`config.mk`:
```
export PLATFORM = sky130hd
export DESIGN_NAME = verilab_pads_cfg_seq
export DESIGN_NICKNAME = d
export VERILOG_FILES = /design/src/rtl/verilab_pads_ctrl_pkg.sv /design/src/rtl/verilab_pads_tick_div.sv /design/src/rtl/verilab_pads_cfg_seq.sv
export SDC_FILE = /design/constraint.sdc
export NUM_CORES = 1
export LEC_CHECK = 0
export ABC_AREA = 1
export CORE_MARGIN = 10
export CORE_UTILIZATION = 55
export CTS_CLUSTER_SIZE = 20
export DETAILED_ROUTE_END_ITERATION = 8
export GPL_TIMING_DRIVEN = 0
export PLACE_DENSITY = 0.86
export SLEW_MARGIN = 10
export SYNTH_ARGS = -nofsm -noshare
export SYNTH_HDL_FRONTEND = slang
export SYNTH_HIERARCHICAL = 1
export SYNTH_SLANG_ARGS = --single-unit
```
`constraint.sdc`:
```
create_clock -name clk -period 3.05 [get_ports clk]
set_input_delay 0.4575 -clock clk [delete_from_list [all_inputs] [get_ports clk]]
set_output_delay 0.4575 -clock clk [all_outputs]
set_load 0.01 [all_outputs]
```
`src/rtl/verilab_pads_ctrl_pkg.sv`:
```
// Shared types and constants for the pad-ring controllers.
package verilab_pads_ctrl_pkg;

  // Bank size used when an instance does not override GPIO.
  localparam int unsigned PROJ_GPIO = 4;
  localparam int unsigned CFGW      = 3;

  typedef struct packed {
    logic oe;
    logic pull_en;
    logic pull_up;
  } pad_cfg_t;

  typedef enum logic [1:0] {IDLE, SHIFT, UPD} cfg_seq_state_t;

endpackage

```
`src/rtl/verilab_pads_tick_div.sv`:
```
// Free-running divider: tick marks the last cycle of each DIV-cycle period.
module verilab_pads_tick_div #(
  parameter int unsigned DIV = 4
) (
  input  logic clk,
  input  logic rst,
  input  logic clear,
  output logic tick,
  output logic tick_next
);

  localparam int unsigned CW = (DIV > 1) ? $clog2(DIV) : 1;
  localparam logic [CW-1:0] Last = CW'(DIV - 1);

  logic [CW-1:0] cnt_q, cnt_d;

  always_comb begin
    cnt_d = cnt_q;
    if (clear || cnt_q == Last) begin
      cnt_d = '0;
    end else begin
      cnt_d = cnt_q + CW'(1);
    end
  end

  always_ff @(posedge clk) begin
    if (rst) begin
      cnt_q <= '0;
    end else begin
      cnt_q <= cnt_d;
    end
  end

  assign tick      = (cnt_q == Last);
  // Lets the owner register outputs that must line up with the tick cycle.
  assign tick_next = (cnt_d == Last);

endmodule

```
`src/rtl/verilab_pads_cfg_seq.sv`:
```
// Pad-ring configuration sequencer: captures a bank config, shifts it MSB-first
// onto the config chain at a divided rate, then strobes the pad latches.
module verilab_pads_cfg_seq
  import verilab_pads_ctrl_pkg::*;
#(
  parameter int unsigned GPIO = PROJ_GPIO,
  parameter int unsigned DIV  = 4
) (
  input  logic               clk,
  input  logic               rst,
  input  logic               req_valid,
  output logic               req_ready,
  input  logic [GPIO*3-1:0]  req_cfg,
  input  logic               abort,
  output logic               cfg_sen,
  output logic               cfg_sdo,
  output logic               cfg_upd,
  output logic               busy,
  output logic               done,
  output logic               aborted
);

  localparam int unsigned N  = GPIO * CFGW;
  localparam int unsigned BW = (N > 1) ? $clog2(N) : 1;
  localparam logic [BW-1:0] LastBit = BW'(N - 1);

  cfg_seq_state_t state_q, state_d;
  logic [BW-1:0]  bit_q, bit_d;
  logic [N-1:0]   shadow_q, shadow_d;
  logic           sen_q, sdo_q, upd_q, aborted_q;
  logic           sen_d, sdo_d, upd_d, aborted_d;
  logic           tick, tick_next;

  verilab_pads_tick_div #(
    .DIV(DIV)
  ) u_tick_div (
    .clk       (clk),
    .rst       (rst),
    .clear     (state_q != SHIFT),
    .tick      (tick),
    .tick_next (tick_next)
  );

  always_comb begin
    state_d   = state_q;
    bit_d     = bit_q;
    shadow_d  = shadow_q;
    aborted_d = 1'b0;
    unique case (state_q)
      IDLE: begin
        if (req_valid) begin
          state_d  = SHIFT;
          bit_d    = '0;
          shadow_d = req_cfg;
        end
      end
      SHIFT: begin
        if (abort) begin
          state_d   = IDLE;
          aborted_d = 1'b1;
        end else if (tick) begin
          // The bit on the chain this cycle is done; expose the next one at the MSB.
          shadow_d = shadow_q << 1;
          if (bit_q == LastBit) begin
            state_d = UPD;
            bit_d   = '0;
          end else begin
            bit_d = bit_q + BW'(1);
          end
        end
      end
      UPD:     state_d = IDLE;
      default: state_d = IDLE;
    endcase
    sen_d = (state_d == SHIFT) && tick_next;
    sdo_d = sen_d & shadow_d[N-1];
    upd_d = (state_d == UPD);
  end

  always_ff @(posedge clk) begin
    if (rst) begin
      state_q   <= IDLE;
      bit_q     <= '0;
      shadow_q  <= '0;
      sen_q     <= 1'b0;
      sdo_q     <= 1'b0;
      upd_q     <= 1'b0;
      aborted_q <= 1'b0;
    end else begin
      state_q   <= state_d;
      bit_q     <= bit_d;
      shadow_q  <= shadow_d;
      sen_q     <= sen_d;
      sdo_q     <= sdo_d;
      upd_q     <= upd_d;
      aborted_q <= aborted_d;
    end
  end

  assign req_ready = ~rst & (state_q == IDLE);
  assign busy      = (state_q != IDLE);
  assign cfg_sen   = sen_q;
  assign cfg_sdo   = sdo_q;
  assign cfg_upd   = upd_q;
  assign done      = upd_q;
  assign aborted   = aborted_q;

endmodule

```
==> metrics.txt <==
largest net degree at the start of global routing 14; Worst path max stage delay 0.49 ns; Tot GR Track Use 0.123; final worst path period need 2.58 ns; Pwr Total 615 µW; RSZ-0062 raised after global routing no; post-synth net total 174; register area share after synthesis 0.384; switching share of power 0.264; Cells after Synth 156; htree depth 1; post-route clock period utilization 0.845; top cells by area, synth dfxtp_1 (38%), a21oi_2 (14%), nand2_1 (8.7%); internal power 452 µW; share of power burned in registers 0.554; Die Ht 67.7 µm; CP Class input port to output port; Initial Utilization 0.571; register area 480 µm²; fmax 388 MHz; cells on worst reg2reg path 7; hold slack 0.497 ns; hold crit path type flip-flop to flip-flop; cell depth of the worst hold path 2; Yosys cell types 25; Die ar. 4580 µm²; Rel. slew slack 0.819; max cap viols 0; clk buf depth 2; required time worst endpoint 2.59 ns; DRT Wirelength 2.70 mm; First-pass DRT Iterations 4; clock skew 0.00789 ns; WL per Instance 12.9 µm; CTS tree done; Clock Pin Slew Worst Setup and Hold Paths 0.12 ns; routed vias/inst 5.27; post-route setup TNS 0 ns; dpl ws 0.463 ns; clock power share 0.271; width of the die 67.7 µm; first-pass GRT wire length 4.60 mm; clock sink count 24; final setup vio count 0; IR drop worst, VDD 0.344 mV; Starting DRT DRC Count 35; ant diodes 0; row cnt 17; hold bufs inserted after CTS 0; layout cells sized above 1 0.253; Post-Synthesis Cell Area 1250 µm²; switching power 162 µW; worst skew pair latency 0.31 ns; antenna violations before repair 0; Syn Area/Cell 8.02 µm²; fin. max-slew vios 0; Worst-Margin Slew 0.272 ns; share of the synthesized area in the top cell type 0.384; Worst EP arrival 2.12 ns; synthesis-to-layout area growth 23.3%; TritonCTS Buffers 3; Vias 1107; core area 2190 µm²; final hold violations 0; Gate power share 0.175; DRC errors left 0; ANT nets after route 0; post-DP HPWL 2.10 mm; crit start category input port; YS warnings 6; static leakage 0.643 nW; critical-path cell list clkdlybuf4s50_1 > buf_2 > buf_2 > nor2_1 > clkdlybuf4s50_1; Core Util, Final 0.704; gr ovfl total 0; vias in the first global route 1080; post-cts sizing count 0; flops & latches, synth 24; Final Wtd Congestion 0.829; kind of end point of the critical path output port; largest area contributor in the netlist dfxtp_1; clk root buf clkbuf_4; CP max FO 10; # IOs 23; Multi-input gate area 651 µm²; status completed; Fillers 177; PwrDens 399 nW/µm²; setup ws final 0.474 ns; Reg2Reg Setup Slack 1.71 ns; Worst path slowest cell clkdlybuf4s50_1; Post-CTS Setup Inserts 0; PortBufs 22; Final #Nets 201
-- cell usage after synthesis --
library cell,count
a21oi_1,5
a21oi_2,20
buf_12,1
buf_2,3
buf_4,2
buf_6,2
dfxtp_1,24
ha_1,2
inv_1,10
inv_2,1
inv_4,1
nand2_1,29
nand2_2,2
nand2_4,2
nand3_1,16
nand3_4,1
nand4_1,2
nor2_1,23
nor2_2,3
nor2_4,1
nor2_8,1
nor3_1,1
nor3_2,2
o21ai_0,1
o21ai_1,1
-- per-stage QoR --
step	cell area, µm²	cells
6_report	1540	210
5_1_grt	1540	210
4_1_cts	1540	210
3_5_place_dp	1510	206
3_3_place_gp	1510	206
2_1_floorplan	1250	156
-- worst max-delay path, delay by kind of cell --
family | cells | cell delay (ns)
buffers and inverters | 4 | 1.57
AND/OR/NAND/NOR | 1 | 0.08
-- path summary, 6_finish.rpt --
path                            start     endpoint
hold / removal            shadow_q[0]  shadow_q[0]
setup / recovery                  rst    req_ready
setup reg to reg  u_tick_div/cnt_q[0]  shadow_q[8]
hold reg to reg           shadow_q[0]  shadow_q[0]
-- cell type report --
type,instances,share of cell area
multi-input combinational,112,0.422
sequential,24,0.311
timing repair buffer,22,0.143
buffer,8,0.0470
inverter,12,0.0308
clock buffer,4,0.0235
tap,28,0.0227
-- layout by cell type (no fill, tap or decap) --
cell type	synthesis	layout
buf_4	2	2
nor3_2	2	2
nor2_1	23	23
clkdlybuf4s50_1	0	22
nand2_2	2	2
inv_2	1	1
nand3_1	16	16
nand3_4	1	1
buf_2	3	3
a21oi_2	20	20
a21oi_1	5	5
nor2_2	3	3
nand2_1	29	29
clkbuf_4	0	3
nand2_4	2	2
buf_12	1	1
dfxtp_1	24	24
o21ai_0	1	1
nand4_1	2	2
nor3_1	1	1
buf_6	2	2
clkbuf_8	0	1
inv_1	10	10
nor2_8	1	1
nor2_4	1	1
o21ai_1	1	1
inv_4	1	1
ha_1	2	2
-- registers in the layout, indices dropped and copies added (netlist names) --
register,flops
aborted,1
bit_q,4
cfg_sdo,1
cfg_sen,1
cfg_upd,1
shadow_q,12
state_q,2
u_tick_div/cnt_q,2
-- layer usage --
| layer | track usage | vias to the layer above | wire (µm) |
|---|---|---|---|
| met5 | 0 | - | 0 |
| met4 | 0.0308 | 0 | 10 |
| met3 | 0.0347 | 2 | 162 |
| met2 | 0.211 | 22 | 1370 |
| met1 | 0.145 | 526 | 1150 |
| li1 | - | 557 | - |
-- power groups by stage --
| stage | clock [mW] | combinational (mW) | sequential (mW) |
|---|---|---|---|
| after detailed placement | 0 | 0.108 | 0.347 |
| after global placement | 0 | 0.105 | 0.346 |
| after global routing | 0.187 | 0.120 | 0.342 |
| after floorplan | 0 | 0.0695 | 0.345 |
| final | 0.167 | 0.108 | 0.340 |
| after CTS | 0.172 | 0.108 | 0.340 |
-- logic make-up (layout without fill, tap and decap cells) --
group	Yosys count	after routing	share of synthesized area
simple gates	83	83	0.332
compound gates	27	27	0.168
flops	24	24	0.384
fa+ha+maj	2	2	0.0200
buf+inv	20	46	0.0960
No activity file was read; power rests on OpenSTA's default activity.
==> edit 1: new RTL, same settings <==
Add an input register stage for `req_cfg`; this delays it by one clock. The other inputs are not delayed to match.
--- a/src/rtl/verilab_pads_cfg_seq.sv
+++ b/src/rtl/verilab_pads_cfg_seq.sv
@@ -25,2 +25,8 @@
   localparam logic [BW-1:0] LastBit = BW'(N - 1);
+
+  logic [GPIO*3-1:0] req_cfg_q;
+
+  always_ff @(posedge clk) begin
+    req_cfg_q <= req_cfg;
+  end
 
@@ -53,3 +59,3 @@
           bit_d    = '0;
-          shadow_d = req_cfg;
+          shadow_d = req_cfg_q;
         end
Function: changed (a bounded check fails within 10 cycles, from zero or initial values and one cycle with rst high).
==> edit 1 against the unedited design <==
Wire length increased by 7.0%; critical endpoint unchanged; fmax decreased by 2.7%; non-clock buffer count decreased by 1; combinational power decreased by 5%; cell count increased by 9.5%; cell area increased by 13%; core utilization increased by 0.24 points; sequential cell count increased by 12; highest routed layer unchanged; worst setup slack got worse by 0.071 ns; power increased by 40%; count of clock-buffer cells in the layout increased by 4; sequential share of layout area increased by 10 points; clock skew increased by 0.0019 ns; area after synthesis increased by 15%.
==> edit 1: results (changes against the unedited design) <==
[clock_network]
cts.path.max_buffers = 2  ; unchanged
cts-root-buf = clkbuf_4  ; unchanged
cts_max_level = 2  ; was 1
cts_setup_buffers = 0  ; unchanged
cts_buffers = 5  ; was 3
clk_latency_ns = 0.34  ; was 0.31 ns
cts_resized = 0  ; unchanged
clk_pin_slew_worst_paths_ns = 0.09  ; was 0.12 ns

[global_routing]
grt_start_max_net_pins = 11  ; was 14
grt_pass1_wl_um = 5030  ; was 4600 um
track_usage = 0.122  ; was 0.123

[power]
peakVddDrop_v = 0.000479  ; was 0.000344 V
leakagePower_uw = 0.000713  ; was 0.000643 uW

[final_layout]
reg_top3 = req_cfg_q: 12 flops, shadow_q: 12 flops, bit_q: 4 flops  ; was shadow_q: 12 flops, bit_q: 4 flops
drive_gt1_frac = 0.205  ; was 0.253

[setup_path]
cpPeakStageDelay_ns = 0.57  ; was 0.49 ns
cpLargestDelayFamily = buffers and inverters  ; unchanged
crit_arrival_ns = 2.19  ; was 2.12 ns
crit_slowest_cell = clkbuf_1  ; was clkdlybuf4s50_1
cp_max_fo = 10  ; unchanged

[place]
pre_cts_ws_ns = 0.424  ; was 0.463 ns
io_buffers = 22  ; unchanged
placed_cells = 222  ; was 206
hpwlAfterDp_um = 2250  ; was 2100 um
placed_cell_area_sq_um = 1690  ; was 1510 sq um
place.gp.congestion = 0.923  ; was 0.829

[yosys]
syn_inst = 170  ; was 156
synth_cell_type_count = 22  ; was 25
synth_area_leaders = dfxtp_1 50%, nand2_1 9.2%, a21oi_2 6.1%  ; was dfxtp_1 38%, a21oi_2 14%, nand2_1 8.7%
synth-seq-area-share = 0.503  ; was 0.384
ys_async_sr_fraction = 0  ; unchanged
synth_nets = 188  ; was 174
yosysWarnings = 6  ; unchanged
synth.top_cells.by_count = 36 x dfxtp_1, 35 x nand2_1, 23 x nor2_1  ; was 29 x nand2_1, 24 x dfxtp_1, 23 x nor2_1

[detailed_routing]
drt-initial-drc-count = 56  ; was 35
vias_per_cell = 5.04  ; was 5.27
totalWireLength_um = 2890  ; was 2700 um
wl_per_cell_um = 12.6  ; was 12.9 um

[timing]
tightest_slew_ns = 0.725  ; was 0.272 ns
fin_skew_ns = 0.00982  ; was 0.00789 ns

[outcome]
outcome = complete, no violations  ; unchanged

## edit 1: worst min-delay path, cell delays in order (launching register included)
cell,delay (ns)
dfxtp_1,0.33
nand2_2,0.07
a21oi_2,0.04
## edit 1: final timing paths
check	startpoint	slack, ns	cells past startpoint	to
worst max register to register	u_tick_div/cnt_q[0]$_SDFF_PP0_	1.60	9	shadow_q[9]$_SDFFE_PP0P_
worst min-delay path	shadow_q[4]$_SDFFE_PP0P_	0.47	2	shadow_q[4]$_SDFFE_PP0P_
worst max-delay path	rst	0.40	4	req_ready
worst min register to register	shadow_q[4]$_SDFFE_PP0P_	0.47	2	shadow_q[4]$_SDFFE_PP0P_
## edit 1: final cells by class
type,count,area [sq um]
Tap cell,30,37.5
Multi-Input combinational cell,113,601
Buffer,7,55.1
Inverter,14,57.6
Timing Repair Buffer,22,220
Clock buffer,8,58.8
Fill cell,205,727
Sequential cell,36,721
## edit 1: logic make-up (layout without fill, tap and decap cells)
logic type / count (synthesis) / in the layout / share of synthesized area
compound gates: 25 / 25 / 0.113
fa+ha+maj: 2 / 2 / 0.0174
buf+inv: 21 / 51 / 0.0785
flops: 36 / 36 / 0.503
simple gates: 86 / 86 / 0.288
## edit 1: per-layer routing
metal / track usage / part of all wire
met5: 0 / 0
met1: 0.126 / 0.40
met2: 0.199 / 0.51
met3: 0.0656 / 0.075
met4: 0.0559 / 0.020
## edit 1: power breakdown
group / internal (uW) / switching, uW / total [uW]
Sequential: 491 / 11.0 / 502
Combinational: 49.6 / 53.5 / 103
Clock: 114 / 144 / 258
==> edit 2: new RTL, same flow settings <==
Without the edit above. Change the package constant `PROJ_GPIO` from 4 to 8.
--- a/src/rtl/verilab_pads_ctrl_pkg.sv
+++ b/src/rtl/verilab_pads_ctrl_pkg.sv
@@ -4,3 +4,3 @@
   // Bank size used when an instance does not override GPIO.
-  localparam int unsigned PROJ_GPIO = 4;
+  localparam int unsigned PROJ_GPIO = 8;
   localparam int unsigned CFGW      = 3;
Ports: changed (resized req_cfg); port bits go from 23 to 35. No check against the original RTL was run, so the function may have changed too.
==> edit 2 against the unedited design <==
Cell count up 51%; global-route usage rose by 2.4 points; count of clock-buffer cells in the layout grew 3; critical path depth shrank 1; synthesized cell count grew 56%; cell area up 38%; largest power group unchanged; sequential cell count up 13; wire length grew 46%; worst setup slack better by 0.11 ns; power up 56%; fmax up 4.6%; critical endpoint unchanged; area after synthesis up 35%; critical path type unchanged.
==> edit 2: results (changes against the unedited design) <==
[hold_path]
whs_endpoint = shadow_q[16]$_SDFFE_PP0P_  ; was shadow_q[0]$_SDFFE_PP0P_
min_from = shadow_q[16]$_SDFFE_PP0P_  ; was shadow_q[0]$_SDFFE_PP0P_

[final_layout]
area_growth_syn_to_layout_pct = 26.2  ; was 23.3%
drive_gt1_frac = 0.0951  ; was 0.253
n_fill_cell = 259  ; was 177
reg_top3 = shadow_q: 24 flops, bit_q: 5 flops  ; was shadow_q: 12 flops, bit_q: 4 flops

[global_routing]
grt_pass1_vias = 1521  ; was 1080
met2_usage = 0.237  ; was 0.211
use_met1 = 0.176  ; was 0.145
grt_start_max_net_pins = 12  ; was 14

[yosys]
synthAdderAreaFrac = 0.0149  ; was 0.0200
synth_cell_type_count = 23  ; was 25
synth_nets = 273  ; was 174
synth-seq-area-share = 0.440  ; was 0.384

[power]
seq_cell_power_uw = 519  ; was 340 uW
clk-power_uw = 294  ; was 167 uW
leakagePower_uw = 0.000857  ; was 0.000643 uW

[detailed_routing]
wl_met3_um = 213  ; was 162 um
dr_total_vias = 1654  ; was 1107
drt-initial-drc-count = 176  ; was 35
wl_met2_um = 1870  ; was 1370 um

[clock_network]
cts_buffers = 5  ; was 3
clk_pin_slew_worst_paths_ns = 0.10  ; was 0.12 ns
cts_max_level = 2  ; was 1

[timing]
fin_skew_ns = 0.00934  ; was 0.00789 ns
tightest_slew_ns = 0.475  ; was 0.272 ns

[place]
hpwlAfterDp_um = 2900  ; was 2100 um
io_buffers = 33  ; was 22
placed_cells = 309  ; was 206
pre_cts_ws_ns = 0.594  ; was 0.463 ns
placed_cell_area_sq_um = 2060  ; was 1510 sq um

[outcome]
outcome = complete, no violations  ; unchanged

[setup_path]
crit_arrival_ns = 2.01  ; was 2.12 ns
cpPeakStageDelay_ns = 0.59  ; was 0.49 ns

[edit 2: cells by family (layout without fill, tap and decap cells)]
family	after synthesis	count (layout)
buffers and inverters	24	65
AOI/OAI and AO/OA	55	55
and+or+nand+nor	125	125
adders and majority gates	2	2
DFF	37	37
[edit 2: how the worst max path moves through the flow]
stage,end,slack [ns]
finish,req_ready,0.59
global route,req_ready,0.48
CTS,req_ready,0.59
detailed placement,req_ready,0.59
global placement,req_ready,0.58
floorplan,req_ready,1.68
[edit 2: final cells by class]
type | instances | area share
clock buffers | 7 | 0.0306
plain buffers | 13 | 0.0365
inverters | 11 | 0.0206
repair buffers | 33 | 0.155
well taps | 33 | 0.0194
multi-input cells | 182 | 0.387
flip-flops and latches | 37 | 0.348
clock inverters | 1 | 0.00235
[edit 2: worst max-delay path, delay by kind of cell]
kind	cells	cell delay (ns)
buffers and inverters	3	1.45
and+or+nand+nor	1	0.09
